**config.mk**
```make
export PLATFORM = sky130hd
export DESIGN_NAME = corr_score_engine
export DESIGN_NICKNAME = d
export VERILOG_FILES = /design/src/rtl/corr_score_pkg.sv /design/src/rtl/corr_term.sv /design/src/rtl/corr_score_engine.sv
export SDC_FILE = /design/constraint.sdc
export NUM_CORES = 1
export LEC_CHECK = 0
export BUFFER_PORTS_ARGS = -buffer_cell sky130_fd_sc_hd__buf_4
export CORE_MARGIN = 3
export CORE_UTILIZATION = 35
export CTS_BUF_LIST = sky130_fd_sc_hd__clkbuf_4 sky130_fd_sc_hd__clkbuf_8 sky130_fd_sc_hd__clkbuf_16
export DETAILED_ROUTE_END_ITERATION = 7
export HOLD_SLACK_MARGIN = 0.15
export PLACE_DENSITY = 0.6
export SYNTH_ARGS = -nofsm -noshare
export SYNTH_HDL_FRONTEND = slang
export SYNTH_SLANG_ARGS = --single-unit
```
**constraint.sdc**
```tcl
create_clock -name iCLK -period 4.3 [get_ports iCLK]
set_clock_uncertainty 0.15 [all_clocks]
set_input_delay 0.215 -clock iCLK [delete_from_list [all_inputs] [get_ports iCLK]]
set_output_delay 0.215 -clock iCLK [all_outputs]
set_load 0.03 [all_outputs]
```
**src/rtl/corr_score_pkg.sv**
```systemverilog
// Shared types and constants for the template-correlation scorer.
// Latency: n/a (declarations only).
// Backpressure: n/a (declarations only).
package corr_score_pkg;

  typedef enum logic [1:0] {
    IDLE  = 2'd0,
    ISSUE = 2'd1,
    DRAIN = 2'd2,
    DONE  = 2'd3
  } state_t;

  localparam logic MODE_SIM = 1'b0;
  localparam logic MODE_SAD = 1'b1;

  // Largest value a w-bit unsigned pixel can hold.
  function automatic logic [31:0] pix_max(input int unsigned w);
    return (32'd1 << w) - 32'd1;
  endfunction

endpackage

```
**src/rtl/corr_term.sv**
```systemverilog
// Per-pixel correlation term: |sram - search|, or its complement for similarity.
// Latency: purely combinational, zero cycles.
// Backpressure: none; the caller qualifies the result with its own valid.
// Ports: sram_pix/search_pix = pixel pair, mode = MODE_SIM/MODE_SAD, term = result.
module corr_term
  import corr_score_pkg::*;
#(
  parameter int PIX_W = 10
) (
  input  logic [PIX_W-1:0] sram_pix,
  input  logic [PIX_W-1:0] search_pix,
  input  logic             mode,
  output logic [PIX_W-1:0] term
);

  localparam logic [31:0]      MAX_FULL = pix_max(PIX_W);
  localparam logic [PIX_W-1:0] MAX_PIX  = MAX_FULL[PIX_W-1:0];

  logic [PIX_W-1:0] diff;

  // Subtract the smaller from the larger so the difference never wraps.
  always_comb begin
    diff = '0;
    term = '0;
    if (sram_pix >= search_pix) diff = sram_pix - search_pix;
    else                        diff = search_pix - sram_pix;
    term = (mode == MODE_SAD) ? diff : (MAX_PIX - diff);
  end

endmodule

```
**src/rtl/corr_score_engine.sv**
```systemverilog
// Template-vs-window correlation scorer (similarity or SAD) with start/done handshake.
// Latency: start accepted at edge 0 -> oDone in cycle TMPL_W*TMPL_H + RD_LAT + 1.
// Backpressure: none; reads are issued every cycle, starts outside IDLE are dropped.
// Ports: iCLK/iRST_N clock and async reset; iStart/iMode/iXstart/iYstart run request;
//        reading_* read data; oX/oY_* addresses with oRdEn; oBusy/oDone/oSat/oScore status.
module corr_score_engine
  import corr_score_pkg::*;
#(
  parameter int PIX_W   = 10,
  parameter int COORD_W = 13,
  parameter int TMPL_W  = 32,
  parameter int TMPL_H  = 32,
  parameter int RD_LAT  = 2,
  parameter int SCORE_W = 32
) (
  input  logic               iCLK,
  input  logic               iRST_N,
  input  logic               iStart,
  input  logic               iMode,
  input  logic [COORD_W-1:0] iXstart,
  input  logic [COORD_W-1:0] iYstart,
  input  logic [PIX_W-1:0]   reading_sram,
  input  logic [PIX_W-1:0]   reading_search,
  output logic [COORD_W-1:0] oX_sram,
  output logic [COORD_W-1:0] oY_sram,
  output logic [COORD_W-1:0] oX_search,
  output logic [COORD_W-1:0] oY_search,
  output logic               oRdEn,
  output logic               oBusy,
  output logic               oDone,
  output logic               oSat,
  output logic [SCORE_W-1:0] oScore
);

  localparam logic [COORD_W-1:0] X_LAST    = COORD_W'(TMPL_W - 1);
  localparam logic [COORD_W-1:0] Y_LAST    = COORD_W'(TMPL_H - 1);
  localparam logic [COORD_W-1:0] COORD_ONE = COORD_W'(1);

  state_t               state, state_nxt;
  logic [COORD_W-1:0]   x_cnt, y_cnt, x_org, y_org;
  logic                 mode_q;
  logic [RD_LAT-1:0]    vld_pipe, vld_nxt;
  logic [SCORE_W-1:0]   acc, acc_nxt, score;
  logic                 sat_acc, sat_nxt, sat_out;
  logic [PIX_W-1:0]     term;
  logic [SCORE_W:0]     sum;
  logic                 rd_en, start_ok, scan_end;

  assign start_ok = (state == IDLE) && iStart;
  assign scan_end = (x_cnt == X_LAST) && (y_cnt == Y_LAST);

  corr_term #(.PIX_W(PIX_W)) u_term (
    .sram_pix   (reading_sram),
    .search_pix (reading_search),
    .mode       (mode_q),
    .term       (term)
  );

  // Next state and per-state outputs.
  always_comb begin
    state_nxt = state;
    rd_en     = 1'b0;
    oBusy     = 1'b0;
    oDone     = 1'b0;
    unique case (state)
      IDLE: begin
        if (iStart) state_nxt = ISSUE;
      end
      ISSUE: begin
        rd_en = 1'b1;
        oBusy = 1'b1;
        if (scan_end) state_nxt = DRAIN;
      end
      DRAIN: begin
        oBusy = 1'b1;
        // Leave once the read in flight now is the last one.
        if (vld_nxt == '0) state_nxt = DONE;
      end
      DONE: begin
        oDone     = 1'b1;
        state_nxt = IDLE;
      end
      default: state_nxt = IDLE;
    endcase
  end

  always_ff @(posedge iCLK or negedge iRST_N) begin
    if (!iRST_N) state <= IDLE;
    else         state <= state_nxt;
  end

  // Run parameters and raster-scan counters; counters end a run back at 0.
  always_ff @(posedge iCLK or negedge iRST_N) begin
    if (!iRST_N) begin
      x_org  <= '0;
      y_org  <= '0;
      mode_q <= MODE_SIM;
      x_cnt  <= '0;
      y_cnt  <= '0;
    end else begin
      if (start_ok) begin
        x_org  <= iXstart;
        y_org  <= iYstart;
        mode_q <= iMode;
      end
      if (rd_en) begin
        if (x_cnt == X_LAST) begin
          x_cnt <= '0;
          y_cnt <= (y_cnt == Y_LAST) ? '0 : (y_cnt + COORD_ONE);
        end else begin
          x_cnt <= x_cnt + COORD_ONE;
        end
      end
    end
  end

  // Read-valid pipeline: the top bit marks the cycle the matching data arrives.
  assign vld_nxt = (vld_pipe << 1) | RD_LAT'(rd_en);

  always_ff @(posedge iCLK or negedge iRST_N) begin
    if (!iRST_N) vld_pipe <= '0;
    else         vld_pipe <= vld_nxt;
  end

  // Saturating accumulate with a sticky overflow flag.
  always_comb begin
    sum     = {1'b0, acc} + (SCORE_W+1)'(term);
    acc_nxt = acc;
    sat_nxt = sat_acc;
    if (vld_pipe[RD_LAT-1]) begin
      if (sum[SCORE_W]) begin
        acc_nxt = '1;
        sat_nxt = 1'b1;
      end else begin
        acc_nxt = sum[SCORE_W-1:0];
      end
    end
  end

  always_ff @(posedge iCLK or negedge iRST_N) begin
    if (!iRST_N) begin
      acc     <= '0;
      sat_acc <= 1'b0;
      score   <= '0;
      sat_out <= 1'b0;
    end else begin
      if (start_ok) begin
        acc     <= '0;
        sat_acc <= 1'b0;
      end else begin
        acc     <= acc_nxt;
        sat_acc <= sat_nxt;
      end
      // Capture including the final term so oScore is valid alongside oDone.
      if ((state == DRAIN) && (state_nxt == DONE)) begin
        score   <= acc_nxt;
        sat_out <= sat_nxt;
      end
    end
  end

  assign oX_sram   = x_org + x_cnt;
  assign oY_sram   = y_org + y_cnt;
  assign oX_search = x_cnt;
  assign oY_search = y_cnt;
  assign oRdEn     = rd_en;
  assign oScore    = score;
  assign oSat      = sat_out;

endmodule

```
# --- After elaboration in Yosys (flattened, before gate mapping) ---
# Index checks and enable logic that the tools add are counted.
totals:
  wordCells: 51
  output_inout_bits: 88
  in_bits: 50
  register_bits: 123
classes:
  add_sub_neg: 8
  n_lt_le_gt_ge: 1
  reduce_logical: 7
  eq_ne: 6
  n_mux: 17
  bitwise: 1
op_table:
  columns: ["operator", "count"]
  rows:
  - ["$mux 32", 3]
  - ["$add 32x10->33", 1]
  - ["$add 13x1->13 const B", 2]
  - ["$add 13x13->13", 2]
  - ["$eq 13x5->1 const B", 2]
  - ["$mux 13", 2]
  - ["$mux 10", 2]
  - ["$sub 10x10->10", 2]
  - ["$ge 10x10->1", 1]
  - ["$sub 10x10->10 const A", 1]
  - ["$pmux 2 s4", 1]
  - ["$eq 2x2->1 const B", 3]
  - ["$mux 1", 6]
  - ["$mux 2", 3]
  - ["$logic_not 2->1", 2]
  - ["$logic_and 1x1->1", 3]
  - ["$eq 2x1->1 const B", 1]
  - ["$or 2x1->2", 1]
  - ["$reduce_and 2->1", 1]
  - ["$reduce_or 2->1", 1]

# --- Depth between registers and ports, before layout ---
# Gate-level depths: netlist (run 1).
logic_depth:
  word_depth: 8
  ltp_mapped: 20

# --- Hierarchy ---
# From an unflattened synthesis (run 1), not the netlist that was laid out.
hier_totals:
  cells_unflattened: 917
  hier_area_um2: 8082.8
modules_own_cells:
  columns: ["module", "seq_area_each_um2", "cells_per_inst", "instances", "area_per_inst_um2"]
  rows:
  - ["corr_score_engine", 3078.0, 787, 1, 7103.1]
  - ["corr_term", 0.0, 130, 1, 979.7]

# --- Worst setup path before layout (run 1) ---
# Ideal clock, no wire load.
synth_timing:
  path_kind: "input -> register"
  from: "input port reading_sram[0]"
  to: "register score[16], in the netlist oScore[16]"
  setup_ns: 0.134
  stages: 18
  arrival_time_ns: 3.743
  path_slack_ns: 0.273
  cell_sequence: "inv_1 ha_1 inv_1 fa_1 a21oi_4 o221ai_2 o41ai_4 mux2i_1 xor2_1 inv_1 fa_1 nand2b_1 a21oi_2 o21ai_1 buf_2 a21oi_1 mux2i_1 o21ai_0"
synth_between:
  elab_chain_len: 7
  elab_cells_between_ends: 9
synth_rtl:
  columns: ["item", "line", "text"]
  rows:
  - ["start: declaration", "corr_score_engine.sv:22", "input logic [PIX_W-1:0] reading_sram,"]
  - ["$sub 10x10->10 (tied with other cells)", "corr_term.sv:26", "else diff = search_pix - sram_pix;"]
  - ["$mux 10 (*)", "corr_term.sv:25", "if (sram_pix >= search_pix) diff = sram_pix - search_pix;"]
  - ["$sub 10x10->10", "corr_term.sv:27", "term = (mode == MODE_SAD) ? diff : (MAX_PIX - diff);"]
  - ["$mux 10 (*)", "corr_term.sv:27", null]
  - ["$add 32x10->33 (*)", "corr_score_engine.sv:127", "sum = {1'b0, acc} + (SCORE_W+1)'(term);"]
  - ["$mux 32 (*)", "corr_score_engine.sv:131", "if (sum[SCORE_W]) begin"]
  - ["$mux 32 (*)", "corr_score_engine.sv:130", "if (vld_pipe[RD_LAT-1]) begin"]
  - ["end signal: assignment", "corr_score_engine.sv:156", "score <= acc_nxt;"]
  - ["end: declaration", "corr_score_engine.sv:43", "logic [SCORE_W-1:0] acc, acc_nxt, score;"]
# Mark *: on every way between the ends. The rest lies on a longest branch, timed or not.
# A chain may end at the register's enable or synchronous reset.

# --- Worst setup path in the final report (run 1) ---
# Ends and elaborated chain as after synthesis.

==> run summary, run 1 <==
Final ANT Viol Nets = 0
Skew-Pair Late Insertion Delay = 0.41 ns
Via Count = 6,742
Post-synth EDFFs = 0
Max frequency = 0.251 GHz
FP Rows = 54
Cells after Synth = 824
Crit path top cell by count = inv_1
Clk pin slew, worst setup/hold paths = 0.06 ns
Die Area = 0.0246 mm^2
Hold Vio Cnt, Final = 0
CP max stage delay = 0.42 ns
Clk root buf = clkbuf_16
Most frequent cells after synthesis = dfrtp_1, a21oi_1, nor2_1, xnor2_1, ha_1
Yosys reg bits = 123
Initial antenna violation count = 0
Post-synth top area cell = dfrtp_1
# DRC = 0
Starting Density = 36.0%
Critical path class = in2reg
Core box area = 0.0221 mm^2
Top cell family by delay on the critical path = compound AO/OA/AOI/OAI gates
Hold Path Stages = 0
Status = completed
CP bufs+invs = 5
Crit path max fanout = 12
Avg Synthesized Cell Area = 9.65 um^2
Clk buf depth = 2
P_leak = 4.83 nW
Syn Nets = 939
Filler cells = 2,092
# Max-Cap Violations = 0
Largest net degree at the start of global routing = 57
Synth area leaders = dfrtp_1, ha_1, xnor2_1
Tightest Pin Transition = 0.814 ns
Vias per cell = 5.17
Crit start category = input port
Final HPWL from detailed placement = 15.0 mm
CP Capture Type = flop
RSZ-0062 raised after global routing = false
Die W = 157 um
Vias in the first global route = 6,623
Final wirelength = 20.4 mm
Headroom to the max-slew limit = 45.7%
Share of layout cells above drive strength 1 = 25.2%
Worst Path Required = 4.44 ns
Post-place setup slack = -0.0981 ns
CTS Sinks = 123
Initial drt markers = 327
Worst path arrival time = 4.12 ns
Count leader, synth = dfrtp_1
CTS tree = yes
Setup TNS Final = 0 ns
Worst setup margin = 0.317 ns
Cells after DPL = 1,244
Io pins = 138
Setup violators final = 0
Cell area power density = 693 mW/mm^2
Global-route wire length before repair = 33.4 mm
Cell Area, Synth = 0.00795 mm^2
Grt ovf = 0
CTS Buf Count = 17
Layout Nets = 1,127
Synth top area share = 38.7%
Period utilization = 92.6%
Pre-Repair DR Iteration Count = 6
Prevailing post-synth register cell = dfrtp_1
Critical path, cell by cell = buf_4 > inv_1 > ha_1 > inv_1 > fa_1 > a21oi_4 > o221ai_2 > o41ai_4 > mux2i_1 > xor2_1 > inv_1 > fa_1 > nand2b_1 > a21oi_2 > o21ai_1 > buf_12 > a21oi_1 > mux2i_1 > o21ai_0
Synth warnings = 0
Hold slack = 0.233 ns
Gr usage total = 16.7%
Avg WL per Cell = 15.7 um
CTS HTree Levels = 4
Peak supply drop = 1.19 mV
Total stage count of the critical path = 19
Netlist cell types = 69
Area delta synth->final = 30.9%
Async S/R FF share, synth = 100%
IO Port Bufs = 137
Slowest CP cell = fa_1
Seq/Total Area, Yosys = 38.7%
RD Place Congestion = 0.856
Diode count = 0
Post-cts resize count = 0
Minimum clock period = 3.98 ns
Worst Reg2Reg Path Length in Cells = 11
Min-Delay Path Class = reg2reg
Non-filler cells, final = 1,305
Fin. max-slew vios = 0
Post-layout total power = 0.00721 W
Die H = 157 um
## through the flow
| step | utilization, % | instance area (um^2) |
|---|---|---|
| 2_1_floorplan | - | 7950 |
| 3_3_place_gp | 42.9 | 9480 |
| 3_5_place_dp | 42.9 | 9480 |
| 4_1_cts | 47.1 | 10400 |
| 5_1_grt | 47.1 | 10400 |
| 6_report | 47.1 | 10400 |
## flip-flops by register name (all words and copies together) (netlist names)
signal	count
vld_pipe	2
x_org	13
y_org	13
oY_search	13
oScore	32
sat_acc	1
oSat	1
acc	32
state	2
oX_search	13
mode_q	1
## routing by layer
metal / share of wire, % / vias up / track usage (%)
met4: 0.35 / 0 / 3.83
met1: 48 / 3245 / 22.7
met2: 47 / 138 / 27.4
met5: 0 / - / 0
met3: 4.3 / 8 / 3.48
li1: - / 3351 / -
## cell families after synthesis
group	count (synthesis)	share of synthesized area, %
xor+xnor	75	8.26
mux	33	4.55
simple gates	226	14.2
buf+inv	85	4.47
fa+ha+maj	65	10.7
compound gates	217	19.1
flops	123	38.7
## cells in the final DEF, fill, tap and decap left out, drive strengths merged, types with 19 or more instances in the layout
cell,n
buf,172
a21oi,75
nand3,19
clkbuf,19
nor3,22
ha,60
xnor2,64
o21ai,21
inv,55
nor2,70
mux2,25
nand2,44
dlygate4sd3,29
dfrtp,123
## report_power, final
| group | switching [W] | leakage [nW] | internal, W |
|---|---|---|---|
| logic | 0.00223 | 2.93 | 0.00172 |
| registers | 0.000278 | 1.59 | 0.00143 |
| clock network | 0.000546 | 0.302 | 0.00100 |
## repair_timing
item	in CTS	in global routing
hold buffers	29	0
hold endpoints to repair	83	0
buffers inserted	0	0
## final timing paths
check	startpoint	endpoint	slack, ns
min in group asynchronous	iRST_N	y_org[10]$_DFFE_PN0P_	0.25
max in group asynchronous	iRST_N	acc[3]$_DFF_PN0_	2.77
max	reading_sram[0]	oScore[16]$_DFFE_PN0P_	0.32
min reg2reg	vld_pipe[0]$_DFF_PN0_	vld_pipe[1]$_DFF_PN0_	0.23
max reg2reg	mode_q$_DFFE_PN0P_	oScore[16]$_DFFE_PN0P_	0.96
min	vld_pipe[0]$_DFF_PN0_	vld_pipe[1]$_DFF_PN0_	0.23
## worst reg2reg max path, cell delays in order, from the launching register on
cell and delay [ns]:
dfrtp_1 0.67, xor2_1 0.28, ha_1 0.24, inv_1 0.07
fa_1 0.39, nand2b_1 0.19, a21oi_2 0.17, o21ai_1 0.16
buf_12 0.18, a21oi_1 0.26, mux2i_1 0.33, o21ai_0 0.13
## area by class of cell
class	count	area, um^2	share of cell area, %
tap	280	350	3.37
inverter	53	199	1.91
clock inverter	13	190	1.83
timing repair buffer	201	1620	15.6
clock buffer	19	453	4.35
sequential	123	3080	29.6
multi-input combinational	616	4520	43.4
(Power assumes the default switching activity.)
==> run 2, diff against run 1 <==
--- a/config.mk
+++ b/config.mk
@@ -6,12 +6,12 @@
 export NUM_CORES = 1
 export LEC_CHECK = 0
 export BUFFER_PORTS_ARGS = -buffer_cell sky130_fd_sc_hd__buf_4
-export CORE_MARGIN = 3
+export CORE_MARGIN = 2
 export CORE_UTILIZATION = 35
 export CTS_BUF_LIST = sky130_fd_sc_hd__clkbuf_4 sky130_fd_sc_hd__clkbuf_8 sky130_fd_sc_hd__clkbuf_16
 export DETAILED_ROUTE_END_ITERATION = 7
 export HOLD_SLACK_MARGIN = 0.15
-export PLACE_DENSITY = 0.6
+export PLACE_DENSITY_LB_ADDON = 0.05
 export SYNTH_ARGS = -nofsm -noshare
 export SYNTH_HDL_FRONTEND = slang
 export SYNTH_SLANG_ARGS = --single-unit
==> run summary, run 2 (synthesis results as in run 1) <==
CTS Buf Count = 17 (unchanged)
CP max stage delay = 0.43 ns (about the same)
Die H = 155 um (-1.3%)
FP Rows = 55 (+1.9%)
CTS tree = yes
Layout Nets = 1,121 (-0.53%)
Status = completed
Worst path arrival time = 4.04 ns (-0.08 ns)
Grt ovf = 0 (unchanged)
Final HPWL from detailed placement = 14.4 mm (-3.6%)
Vias per cell = 5.12 (-0.86%)
Gr usage total = 17.5% (+0.83 points)
Post-place setup slack = -0.0940 ns (+0.00415 ns)
RSZ-0062 raised after global routing = false
CP bufs+invs = 5 (unchanged)
Final ANT Viol Nets = 0 (unchanged)
Reg2Reg Setup Slack = 1.01 ns (+0.05 ns)
Minimum clock period = 3.94 ns (-0.0415 ns)
# Max-Cap Violations = 0 (unchanged)
Initial antenna violation count = 0 (unchanged)
# DRC = 0 (unchanged)
Worst setup margin = 0.359 ns (+0.0415 ns)
Dpl cell area = 0.00944 mm^2 (-0.37%)
Crit path top cell by count = inv_1
Tightest Pin Transition = 0.999 ns (+0.185 ns)
RD Place Congestion = 0.797 (-6.9%)
Finished Cell Area = 0.0103 mm^2 (-1.0%)
Clk buf depth = 2 (unchanged)
Crit start category = input port
Diode count = 0 (unchanged)
CTS HTree Levels = 4 (unchanged)
Starting Density = 35.3% (-0.65 points)
Setup violators final = 0 (unchanged)
Initial drt markers = 318 (-2.8%)
Critical path, cell by cell = buf_4 > inv_1 > ha_1 > inv_1 > fa_1 > a21oi_4 > o221ai_2 > o41ai_4 > mux2i_1 > xor2_1 > inv_1 > fa_1 > nand2b_1 > a21oi_2 > o21ai_1 > buf_4 > a211oi_1 > xnor2_1 > a21oi_1
Slowest CP cell = fa_1
Hold Vio Cnt, Final = 0 (unchanged)
Avg WL per Cell = 15.5 um (-0.81%)
Worst Path Required = 4.40 ns (-0.04 ns)
CTS Sinks = 123 (unchanged)
Most frequent cells in the layout = buf_4, dfrtp_1, nor2_1
Core box area = 0.0225 mm^2 (+1.9%)
Commonest non-fill, non-tap cell in the layout = buf_4
Global-route wire length before repair = 34.0 mm (+2.0%)
Period utilization = 91.7% (-0.97 points)
Io pins = 138 (unchanged)
Cell area power density = 681 mW/mm^2 (-1.7%)
CP Capture Type = flop
Crit path max fanout = 6 (-6)
Clk pin slew, worst setup/hold paths = 0.06 ns (about the same)
Clk root buf = clkbuf_16
Die Area = 0.0239 mm^2 (-2.5%)
Die W = 155 um (-1.3%)
Max frequency = 0.254 GHz (+1.1%)
Peak supply drop = 0.434 mV (-64%)
Top cell family by delay on the critical path = compound AO/OA/AOI/OAI gates
Headroom to the max-slew limit = 33.4% (-12 points)
Largest net degree at the start of global routing = 93 (+63%)
Min-Delay Path Class = reg2reg
IO Port Bufs = 137 (unchanged)
Via Count = 6,679 (-0.93%)
Share of layout cells above drive strength 1 = 24.8% (-0.34 points)
Final wirelength = 20.3 mm (-0.89%)
Vias in the first global route = 6,779 (+2.4%)
Skew-Pair Late Insertion Delay = 0.42 ns (about the same)
P_leak = 4.77 nW (-1.3%)
Pre-Repair DR Iteration Count = 6 (unchanged)
Area delta synth->final = 29.6%
Critical path class = in2reg
Post-CTS setup buffer count = 0 (unchanged)
Fin. max-slew vios = 0 (unchanged)
-- run 2: cell types whose count changed in the layout (fill, tap and decap cells not counted), sizes merged --
cell,before,now
clkinvlp,4,5
inv,55,57
clkinv,3,5
bufinv,4,1
clkbuf,19,17
buf,172,166
-- run 2: stage by stage --
stage / util [%] / power, W / hold WS (ns) / setup TNS, ns / std cells
detailed placement: 42.0 / 0.00564 / 0.227 / -0.434 / 1243
finish: 45.8 / 0.00702 / 0.243 / 0 / 1304
floorplan: - / 0.00443 / -0.231 / 0 / 824
global placement: 42.0 / 0.00565 / 0.220 / -0.166 / 1243
CTS: 45.8 / 0.00709 / 0.243 / 0 / 1304
global route: 45.8 / 0.00757 / 0.255 / 0 / 1304
-- run 2: worst reg2reg max path, cell delays in order, from the launching register on --
cell,delay [ns]
dfrtp_1,0.64
xor2_1,0.21
ha_1,0.23
inv_1,0.07
fa_1,0.40
nand2b_1,0.19
a21oi_2,0.22
o21ai_1,0.17
buf_4,0.20
a211oi_1,0.31
xnor2_1,0.22
a21oi_1,0.11
-- run 2: power by group --
part / internal [W] / total, W / switching [W]
registers: 0.00143 / 0.00170 / 0.000266
logic: 0.00170 / 0.00393 / 0.00223
clock network: 0.000803 / 0.00139 / 0.000590
total: 0.00393 / 0.00702 / 0.00309
-- run 2: timing repair --
action,in CTS,in global routing
resized for setup,0,1
hold endpoints to repair,120,0
hold buffers,29,0
setup endpoints to repair,0,1
-- run 2: final cells by class --
cell class | instances | area, um^2
Tap cell | 285 | 357
Clock buffer | 17 | 425
Fill cell | 2193 | 12200
Inverter | 53 | 199
Timing Repair Buffer | 195 | 1580
Multi-Input combinational cell | 616 | 4520
Sequential cell | 123 | 3080
Clock inverter | 15 | 141
-- run 2: routing by layer --
metal	vias up	GRT usage, %	wire (um)
li1	3337	-	-
met1	3214	23.8	9750
met2	115	28.8	9590
met3	13	3.75	730
met4	0	3.97	178
met5	-	0	0
-- run 2: worst paths after layout --
| check | start | endpoint | cells after the start |
|---|---|---|---|
| max | reading_sram[0] | acc[28]$_DFF_PN0_ | 19 |
| min | vld_pipe[0]$_DFF_PN0_ | vld_pipe[1]$_DFF_PN0_ | 0 |
| max reg2reg | mode_q$_DFFE_PN0P_ | acc[28]$_DFF_PN0_ | 11 |
| min reg2reg | vld_pipe[0]$_DFF_PN0_ | vld_pipe[1]$_DFF_PN0_ | 0 |
| max in group asynchronous | iRST_N | oY_search[4]$_DFFE_PN0P_ | 3 |
| min in group asynchronous | iRST_N | oScore[19]$_DFFE_PN0P_ | 2 |
